## src/rtl/mult4s_product_accumulator_if.sv

```systemverilog
// Handshake bundle between a product source and the product accumulator.
// The slave modport is the accumulator's view; master is the source/consumer side.
interface mult4s_product_accumulator_if #(
    parameter int ACC_W = 12
);
    logic             in_valid;
    logic             in_ready;
    logic [7:0]       in_product;
    logic             out_valid;
    logic             out_ready;
    logic [ACC_W-1:0] out_sum;
    logic             out_overflow;

    modport master (
        output in_valid, in_product, out_ready,
        input  in_ready, out_valid, out_sum, out_overflow
    );

    modport slave (
        input  in_valid, in_product, out_ready,
        output in_ready, out_valid, out_sum, out_overflow
    );
endinterface

```

## src/rtl/mult4s_product_accumulator.sv

```systemverilog
// Sums N_TERMS signed 8-bit products per result and presents each sum on a valid/ready port.
// Define MULT_ACC_SAT_EN to saturate on overflow instead of wrapping.
module mult4s_product_accumulator #(
    parameter int N_TERMS = 4,
    parameter int ACC_W   = 12
) (
    input  logic                         clk,
    input  logic                         rst_n,
    mult4s_product_accumulator_if.slave  bus
);
    localparam int CNT_W = (N_TERMS > 1) ? $clog2(N_TERMS) : 1;
    localparam logic [CNT_W-1:0] LAST_TERM = CNT_W'(N_TERMS - 1);

    typedef enum logic {
        ST_ACCUM,
        ST_HOLD
    } state_t;

    state_t           state_q, state_d;
    logic [ACC_W-1:0] acc_q, acc_d;
    logic [CNT_W-1:0] cnt_q, cnt_d;
    logic             ovf_q, ovf_d;

    logic [ACC_W-1:0] ext;
    logic [ACC_W-1:0] sum;
    logic             add_ovf;
`ifdef MULT_ACC_SAT_EN
    logic [ACC_W-1:0] sat;
`endif

    always_comb begin
        ext      = {ACC_W{bus.in_product[7]}};
        ext[7:0] = bus.in_product;
        sum      = acc_q + ext;
        add_ovf  = (acc_q[ACC_W-1] == ext[ACC_W-1]) && (sum[ACC_W-1] != acc_q[ACC_W-1]);
`ifdef MULT_ACC_SAT_EN
        // Overflow direction follows the shared operand sign.
        sat      = acc_q[ACC_W-1] ? {1'b1, {(ACC_W-1){1'b0}}} : {1'b0, {(ACC_W-1){1'b1}}};
`endif
    end

    always_comb begin
        state_d = state_q;
        acc_d   = acc_q;
        cnt_d   = cnt_q;
        ovf_d   = ovf_q;
        case (state_q)
            ST_ACCUM: begin
                if (bus.in_valid) begin
                    if (cnt_q == '0) begin
                        acc_d = ext;
                    end else if (add_ovf) begin
                        ovf_d = 1'b1;
`ifdef MULT_ACC_SAT_EN
                        acc_d = sat;
`else
                        acc_d = sum;
`endif
                    end else begin
                        acc_d = sum;
                    end
                    if (cnt_q == LAST_TERM) begin
                        cnt_d   = '0;
                        state_d = ST_HOLD;
                    end else begin
                        cnt_d = cnt_q + CNT_W'(1);
                    end
                end
            end
            ST_HOLD: begin
                // Accumulator is left as-is; the next term 0 reloads it.
                if (bus.out_ready) begin
                    state_d = ST_ACCUM;
                    ovf_d   = 1'b0;
                end
            end
            default: state_d = ST_ACCUM;
        endcase
    end

    always_ff @(posedge clk) begin
        if (!rst_n) begin
            state_q <= ST_ACCUM;
            acc_q   <= '0;
            cnt_q   <= '0;
            ovf_q   <= 1'b0;
        end else begin
            state_q <= state_d;
            acc_q   <= acc_d;
            cnt_q   <= cnt_d;
            ovf_q   <= ovf_d;
        end
    end

    assign bus.in_ready     = (state_q == ST_ACCUM);
    assign bus.out_valid    = (state_q == ST_HOLD);
    assign bus.out_sum      = acc_q;
    assign bus.out_overflow = ovf_q;
endmodule

```

## src/flat_wrapper.sv

```systemverilog
// flat-port wrapper written by rule: the top's interface ports become plain ports
module mult4s_product_accumulator_flat 
#(
    parameter int N_TERMS = 4,
    parameter int ACC_W   = 12
)
  (clk, rst_n, bus_in_valid, bus_in_product, bus_out_ready, bus_in_ready, bus_out_valid, bus_out_sum, bus_out_overflow);
  mult4s_product_accumulator_if #(.ACC_W(ACC_W)) bus_i ();
  input  logic clk;
  input  logic rst_n;
  input wire logic [$bits(bus_i.in_valid)-1:0] bus_in_valid;
  input wire logic [$bits(bus_i.in_product)-1:0] bus_in_product;
  input wire logic [$bits(bus_i.out_ready)-1:0] bus_out_ready;
  output wire logic [$bits(bus_i.in_ready)-1:0] bus_in_ready;
  output wire logic [$bits(bus_i.out_valid)-1:0] bus_out_valid;
  output wire logic [$bits(bus_i.out_sum)-1:0] bus_out_sum;
  output wire logic [$bits(bus_i.out_overflow)-1:0] bus_out_overflow;
  assign bus_i.in_valid = bus_in_valid;
  assign bus_i.in_product = bus_in_product;
  assign bus_i.out_ready = bus_out_ready;
  assign bus_in_ready = bus_i.in_ready;
  assign bus_out_valid = bus_i.out_valid;
  assign bus_out_sum = bus_i.out_sum;
  assign bus_out_overflow = bus_i.out_overflow;
  mult4s_product_accumulator #(.N_TERMS(N_TERMS), .ACC_W(ACC_W)) u_core (.clk(clk), .rst_n(rst_n), .bus(bus_i));
endmodule
```

## config.mk

```make
export PLATFORM = sky130hd
export DESIGN_NAME = mult4s_product_accumulator_flat
export DESIGN_NICKNAME = d
export VERILOG_FILES = /design/src/rtl/mult4s_product_accumulator_if.sv /design/src/rtl/mult4s_product_accumulator.sv /design/src/flat_wrapper.sv
export SDC_FILE = /design/constraint.sdc
export NUM_CORES = 1
export LEC_CHECK = 0
export ABC_AREA = 1
export CAP_MARGIN = 20
export CELL_PAD_IN_SITES_DETAIL_PLACEMENT = 1
export CELL_PAD_IN_SITES_GLOBAL_PLACEMENT = 1
export CORE_ASPECT_RATIO = 2
export CORE_MARGIN = 3
export CORE_UTILIZATION = 38
export CTS_CLUSTER_SIZE = 10
export DETAILED_ROUTE_END_ITERATION = 8
export PLACE_DENSITY = 0.95
export SETUP_SLACK_MARGIN = 0.3
export SYNTH_ARGS = -nofsm -noshare
export SYNTH_HDL_FRONTEND = slang
export SYNTH_SLANG_ARGS = --single-unit
```

## constraint.sdc

```tcl
create_clock -name clk -period 2.6 [get_ports clk]
set_input_delay 0.39 -clock clk [delete_from_list [all_inputs] [get_ports clk]]
set_output_delay 0.39 -clock clk [all_outputs]
set_load 0.01 [all_outputs]
```

==> results of run 1 <==
[cell families after synthesis]
| logic type | share of synthesized area |
|---|---|
| buf+inv | 0.0943 |
| compound gates | 0.146 |
| fa+ha+maj | 0.136 |
| flops | 0.239 |
| xor+xnor | 0.0131 |
| simple gates | 0.372 |
[report_power, final]
part | leakage, uW | switching, uW | internal (uW)
combinational | 0.000685 | 226 | 154
sequential | 0.000132 | 20.7 | 271
clock | 0.0000288 | 102 | 135
[routing by layer]
metal	GRT usage	up-vias	share of wire
met5	0	-	0
li1	-	757	-
met1	0.225	721	0.35
met3	0.0280	31	0.025
met2	0.394	53	0.56
met4	0.178	0	0.069
[worst max-delay path by stage]
| stage | end | slack [ns] | cells past startpoint |
|---|---|---|---|
| floorplan | u_core.bus.out_sum[4]$_SDFFE_PN0P_ | 0.90 | 10 |
| global placement | u_core.bus.out_sum[4]$_SDFFE_PN0P_ | 0.33 | 11 |
| detailed placement | u_core.bus.out_sum[4]$_SDFFE_PN0P_ | 0.24 | 11 |
| CTS | u_core.bus.out_sum[6]$_SDFFE_PN0P_ | 0.50 | 12 |
| global route | u_core.bus.out_sum[4]$_SDFFE_PN0P_ | 0.35 | 11 |
| finish | u_core.bus.out_sum[4]$_SDFFE_PN0P_ | 0.49 | 11 |
[per-stage QoR]
step	cells	power (uW)	area (sq um)	worst slack [ns]	utilization
4_1_cts	275	907	1690	0.503	0.518
6_report	275	908	1690	0.490	0.518
3_3_place_gp	271	656	1640	0.328	0.501
2_1_floorplan	215	530	1340	0.901	-
5_1_grt	275	964	1690	0.352	0.518
3_5_place_dp	271	670	1640	0.243	0.501
[placed cells by master, fill, tap and decap left out, types with 2 or more instances in the layout]
cell and n:
nand3_2 2, a21oi_1 23, nand3b_1 2, ha_1 13, nand2_1 66, nand2_2 4
o21ai_0 8, dfxtp_1 16, clkbuf_8 4, nand4_1 2, nand3_1 19, inv_1 30
a21oi_2 3, nor2_1 16, clkdlybuf4s50_1 26
[critical path, cell delays in order]
cell and delay (ns):
clkdlybuf4s50_1 0.48, ha_1 0.18, inv_1 0.06, fa_1 0.35, inv_1 0.12, nand2_1 0.06
nand2_1 0.12, nand2_1 0.08, xnor2_1 0.14, o21ai_0 0.17, a21oi_1 0.08
[sequential cells by signal, summed over array words and instances, names as in the netlist]
register / count
u_core.bus.out_overflow: 1
u_core.bus.out_valid: 1
u_core.bus.out_sum: 12
u_core.cnt_q: 2
[layout make-up]
| cell class | count | area, sq um | area share |
|---|---|---|---|
| inverters | 31 | 116 | 0.0688 |
| flip-flops and latches | 16 | 320 | 0.189 |
| multi-input cells | 166 | 893 | 0.528 |
| well taps | 31 | 38.8 | 0.0229 |
| clock buffers | 4 | 55.1 | 0.0325 |
| repair buffers | 27 | 268 | 0.158 |
==> results.py, run 1 <==
metrics = {
    "critical_path": {
        "r2r_cells": 10,
        "startpoint": "bus_in_product[0]",
        "r2r_end": "u_core.bus.out_sum[4]$_SDFFE_PN0P_",
        "critPathArrivalTime_ns": 2.24,
        "cp_max_fo": 4,
        "path_class": "input port to register",
        "required_ns": 2.74,
        "rr_startpoint": "u_core.bus.out_sum[0]$_SDFFE_PN0P_",
        "r2r_setup_slack_ns": 0.73,
        "start_kind": "input port",
        "endpoint_kind": "register",
    },
    "drt": {
        "drc_errors": 0,
        "drt-wirelength-per-cell_um": 16.2,
        "routed_wl_mm": 4.47,
        "drt_first_iter_violations": 42,
        "vias_per_cell": 5.68,
        "ant_nets": 0,
        "via_count": 1562,
        "drtPass1Iterations": 4,
    },
    "hold_path": {
        "hp-class": "register to register",
        "hold_start": "u_core.bus.out_overflow$_SDFFE_PN0P_",
        "min_to": "u_core.bus.out_overflow$_SDFFE_PN0P_",
        "hold_depth": 2,
    },
    "timing": {
        "fin_tns_setup_ns": 0,
        "finalMaxSlewViolations": 0,
        "max_freq_mhz": 474,
        "worst_slew_pin_slew_ns": 0.471,
        "slew_headroom": 0.686,
        "fin_crit_sh": 0.811,
        "rsz0062_at_grt": "no",
        "finalSetupViolCount": 0,
        "finalHoldViolations": 0,
        "holdWs_ns": 0.479,
        "finalCriticalPeriod_ns": 2.11,
        "clock_skew_ns": 0.00851,
    },
    "floorplan": {
        "die-area_sq_mm": 0.00432,
        "start_util": 0.410,
        "die_w_um": 48.0,
        "top_level_ports": 27,
        "coreArea_sq_mm": 0.00327,
        "fp.dieH_um": 90.0,
        "rows": 29,
    },
    "logic_synthesis": {
        "ys_top_cells_by_count": "66 x nand2_1, 30 x inv_1, 23 x a21oi_1, 19 x nand3_1",
        "ys_warn_count": 0,
        "ys_types": 23,
        "syn_inst": 215,
        "ys_seq_area_frac": 0.239,
        "synth-async-reset-ratio": 0,
        "syn-mean-instance-area_sq_um": 6.23,
        "yosysMostFrequentCell": "nand2_1",
        "ys_ff_latch": 16,
        "synth_nets": 241,
        "synth_top_area_share": 0.239,
        "synth_area_sq_mm": 0.00134,
        "synth_top_area_cell": "dfxtp_1",
        "synth-main-ff-cell": "dfxtp_1",
        "synth-edff-count": 0,
        "synthTopCellsByArea": "dfxtp_1 24%, nand2_1 18%, ha_1 12%, a21oi_1 8.6%, inv_1 8.4%",
    },
    "clock_network": {
        "cts_tree": "built",
        "cts_setup_buffers": 0,
        "clock_sinks": 16,
        "clk_path_buf_depth": 2,
        "clock_latency_ns": 0.26,
        "cts_root_buf": "clkbuf_8",
        "ctsResizeCount": 0,
        "path_clk_slew_ns": 0.07,
        "numCtsBuffers": 3,
        "cts_hold_buf": 0,
        "htreeDepth": 1,
    },
    "power_and_ir_drop": {
        "leakagePower_uw": 0.000846,
        "powerDensity_mw_per_mm2": 537,
        "vdd_drop_max_mv": 0.247,
    },
    "status": {
        "status": "completed",
    },
    "grt": {
        "grt_pass1_wl_mm": 7.37,
        "grt_max_degree": 20,
        "grtUsageTotal": 0.232,
        "antenna_found_initial": 0,
        "grt_pass1_vias": 1698,
        "grt.overflow.total": 0,
    },
    "flow_run": {
        "maxCapViolations": 0,
    },
    "layout": {
        "diodes": 0,
        "final_nets": 271,
        "fill_cells": 453,
        "layout-drive-gt1-share": 0.0615,
        "area_growth_pct": 26.2,
    },
    "placed_design": {
        "place.gp.congestion": 0.988,
        "dp_hpwl_mm": 3.46,
        "portBuffers": 26,
    },
}
Power figures use the tool's default switching activity.
==> run 2, diff against run 1 <==
CORE_UTILIZATION = 32   (was 38)
PLACE_DENSITY = 0.87   (was 0.95)
clock period = 1.9 ns   (was 2.6 ns; I/O delays follow)
==> run 2 against run 1 <==
Effect of this change:
- routed wire length up 15%
- cell area up 24%
- sequential share of layout area down 3.2 points
- global-route usage down 0.91 points
- die area up 17%
- utilization up 1.3 points
- clock power up 40%
- worst setup slack worse by 0.25 ns
- critical path depth down 1
- sequential power up 42%
- worst hold slack worse by 0.025 ns
- non-clock buffer count up 19
- critical endpoint is now u_core.bus.out_sum[6]$_SDFFE_PN0P_
- largest cell class unchanged
- largest power group unchanged
- highest routed layer unchanged
==> results.py, run 2 (synthesized netlist as in run 1, its figures left out) <==
metrics = {
    "critical_path": {
        "r2r_cells": 10,
        "slowest_stage": "fa_2",
        "crit_buf_inv": 2,
        "endpoint_kind": "register",
        "rr_startpoint": "u_core.bus.out_sum[1]$_SDFFE_PN0P_",
        "cp_top_family": "adder cells",
        "path_class": "register to register",
        "max_stage_delay_ns": 0.39,
        "path_cells": "inv_1 > fa_2 > inv_2 > nand2_2 > nand2_4 > nand3_4 > nand3_2 > nand2_1 > o21ai_1 > a21oi_1",
        "cp_max_fo": 3,
        "r2r_setup_slack_ns": 0.24,
        "start_kind": "register",
        "critPathArrivalTime_ns": 1.81,
        "r2r_end": "u_core.bus.out_sum[6]$_SDFFE_PN0P_",
        "required_ns": 2.05,
    },
    "placed_design": {
        "place.gp.congestion": 0.954,
        "placedCellCount": 308,
        "portBuffers": 26,
        "dp_hpwl_mm": 3.67,
    },
    "power_and_ir_drop": {
        "vdd_drop_max_mv": 0.493,
        "powerDensity_mw_per_mm2": 682,
        "leakagePower_uw": 0.000967,
    },
    "clock_network": {
        "cts_root_buf": "clkbuf_8",
        "cts_tree": "built",
        "numCtsBuffers": 3,
        "clock_latency_ns": 0.27,
        "path_clk_slew_ns": 0.08,
        "htreeDepth": 1,
        "clock_sinks": 16,
        "clk_path_buf_depth": 2,
    },
    "layout": {
        "fill_cells": 508,
        "multi_input_area_sq_mm": 0.00113,
        "final_nets": 290,
        "layout-drive-gt1-share": 0.274,
        "layout_common_cells": "60 x nand2_1, 26 x inv_1, 20 x a21oi_1, 19 x buf_4, 18 x clkdlybuf4s50_1",
        "area_growth_pct": 57.0,
        "ff_latch_area_sq_um": 332,
        "diodes": 0,
        "layout_commonest_cell": "nand2_1",
        "finalNonFillerCells": 314,
        "largest_reg_flops": 12,
    },
    "floorplan": {
        "rows": 32,
        "start_util": 0.338,
        "fp.dieH_um": 97.5,
        "top_level_ports": 27,
        "die-area_sq_mm": 0.00505,
        "die_w_um": 51.8,
        "coreArea_sq_mm": 0.00396,
    },
    "timing": {
        "finalSetupViolCount": 0,
        "holdWs_ns": 0.454,
        "clock_skew_ns": 0.00837,
        "finalMaxSlewViolations": 0,
        "slew_headroom": 0.808,
        "finalHoldViolations": 0,
        "max_freq_mhz": 603,
        "finalCriticalPeriod_ns": 1.66,
        "worst_slew_pin_slew_ns": 0.287,
        "rsz0062_at_grt": "yes",
        "fin_crit_sh": 0.873,
    },
    "hold_path": {
        "hp-class": "input port to register",
        "min_to": "u_core.bus.out_sum[0]$_SDFFE_PN0P_",
        "hold_depth": 3,
        "hold_start": "bus_in_product[0]",
    },
    "drt": {
        "drt-wirelength-per-cell_um": 16.4,
        "ant_nets": 0,
        "routed_wl_mm": 5.14,
        "drt_first_iter_violations": 26,
        "vias_per_cell": 5.21,
        "drtPass1Iterations": 4,
        "drc_errors": 0,
        "via_count": 1635,
    },
    "grt": {
        "grt_max_degree": 12,
        "grt_pass1_wl_mm": 8.45,
        "grtUsageTotal": 0.223,
        "grt_pass1_vias": 1778,
        "antenna_found_initial": 0,
        "grt.overflow.total": 0,
    },
    "flow_run": {
        "maxCapViolations": 0,
    },
    "status": {
        "status": "completed",
    },
}
==> run 2: how the worst max path moves through the flow <==
stage	start	slack (ns)	cells past startpoint	end
3_3_place_gp	bus_in_product[0]	-0.16	11	u_core.bus.out_sum[4]$_SDFFE_PN0P_
5_1_grt	u_core.bus.out_sum[0]$_SDFFE_PN0P_	0.16	11	u_core.bus.out_sum[6]$_SDFFE_PN0P_
4_1_cts	u_core.bus.out_sum[0]$_SDFFE_PN0P_	0.33	11	u_core.bus.out_sum[6]$_SDFFE_PN0P_
2_1_floorplan	u_core.bus.out_sum[0]$_SDFFE_PN0P_	0.31	10	u_core.bus.out_sum[4]$_SDFFE_PN0P_
6_report	u_core.bus.out_sum[1]$_SDFFE_PN0P_	0.24	10	u_core.bus.out_sum[6]$_SDFFE_PN0P_
3_5_place_dp	bus_in_product[0]	-0.25	11	u_core.bus.out_sum[4]$_SDFFE_PN0P_
==> run 2: what timing repair did <==
action                     in CTS  in global routing
buffers inserted                0                  2
hold buffers                    0                  0
gates resized for setup        35                 19
setup endpoints to repair      11                  9
pin swaps                       1                 10
==> run 2: layout make-up <==
class | count | share of cell area
repair buffers | 46 | 0.192
well taps | 51 | 0.0303
multi-input cells | 166 | 0.539
flip-flops and latches | 16 | 0.158
clock buffers | 4 | 0.0262
inverters | 31 | 0.0553
==> run 2: report_power, final <==
| part | total [uW] | leakage, uW | switching, uW | internal (uW) |
|---|---|---|---|---|
| Sequential | 413 | 0.000134 | 41.0 | 372 |
| Combinational | 691 | 0.000804 | 374 | 317 |
| Clock | 331 | 0.0000288 | 146 | 185 |
==> run 2: worst min-delay path, cell delays in order <==
cell,delay [ns]
dlygate4sd2_1,0.27
nand2_1,0.08
a21oi_1,0.05
==> run 2: through the flow <==
step	util	power (uW)	worst slack, ns	cell area [sq um]	TNS, ns
2_1_floorplan	-	728	0.310	1360	0
3_3_place_gp	0.455	953	-0.160	1810	-0.831
3_5_place_dp	0.455	971	-0.247	1810	-1.30
4_1_cts	0.510	1390	0.332	2020	0
5_1_grt	0.531	1520	0.161	2100	0
6_report	0.531	1440	0.242	2100	0
==> run 2: metal layers <==
metal / wire (um) / share of wire / global-route usage / vias to the layer above
met1: 1810 / 0.35 / 0.218 / 775
met4: 253 / 0.049 / 0.121 / 0
li1: - / - / - / 796
met5: 0 / 0 / 0 / -
met3: 113 / 0.022 / 0.0215 / 20
met2: 2960 / 0.58 / 0.423 / 44
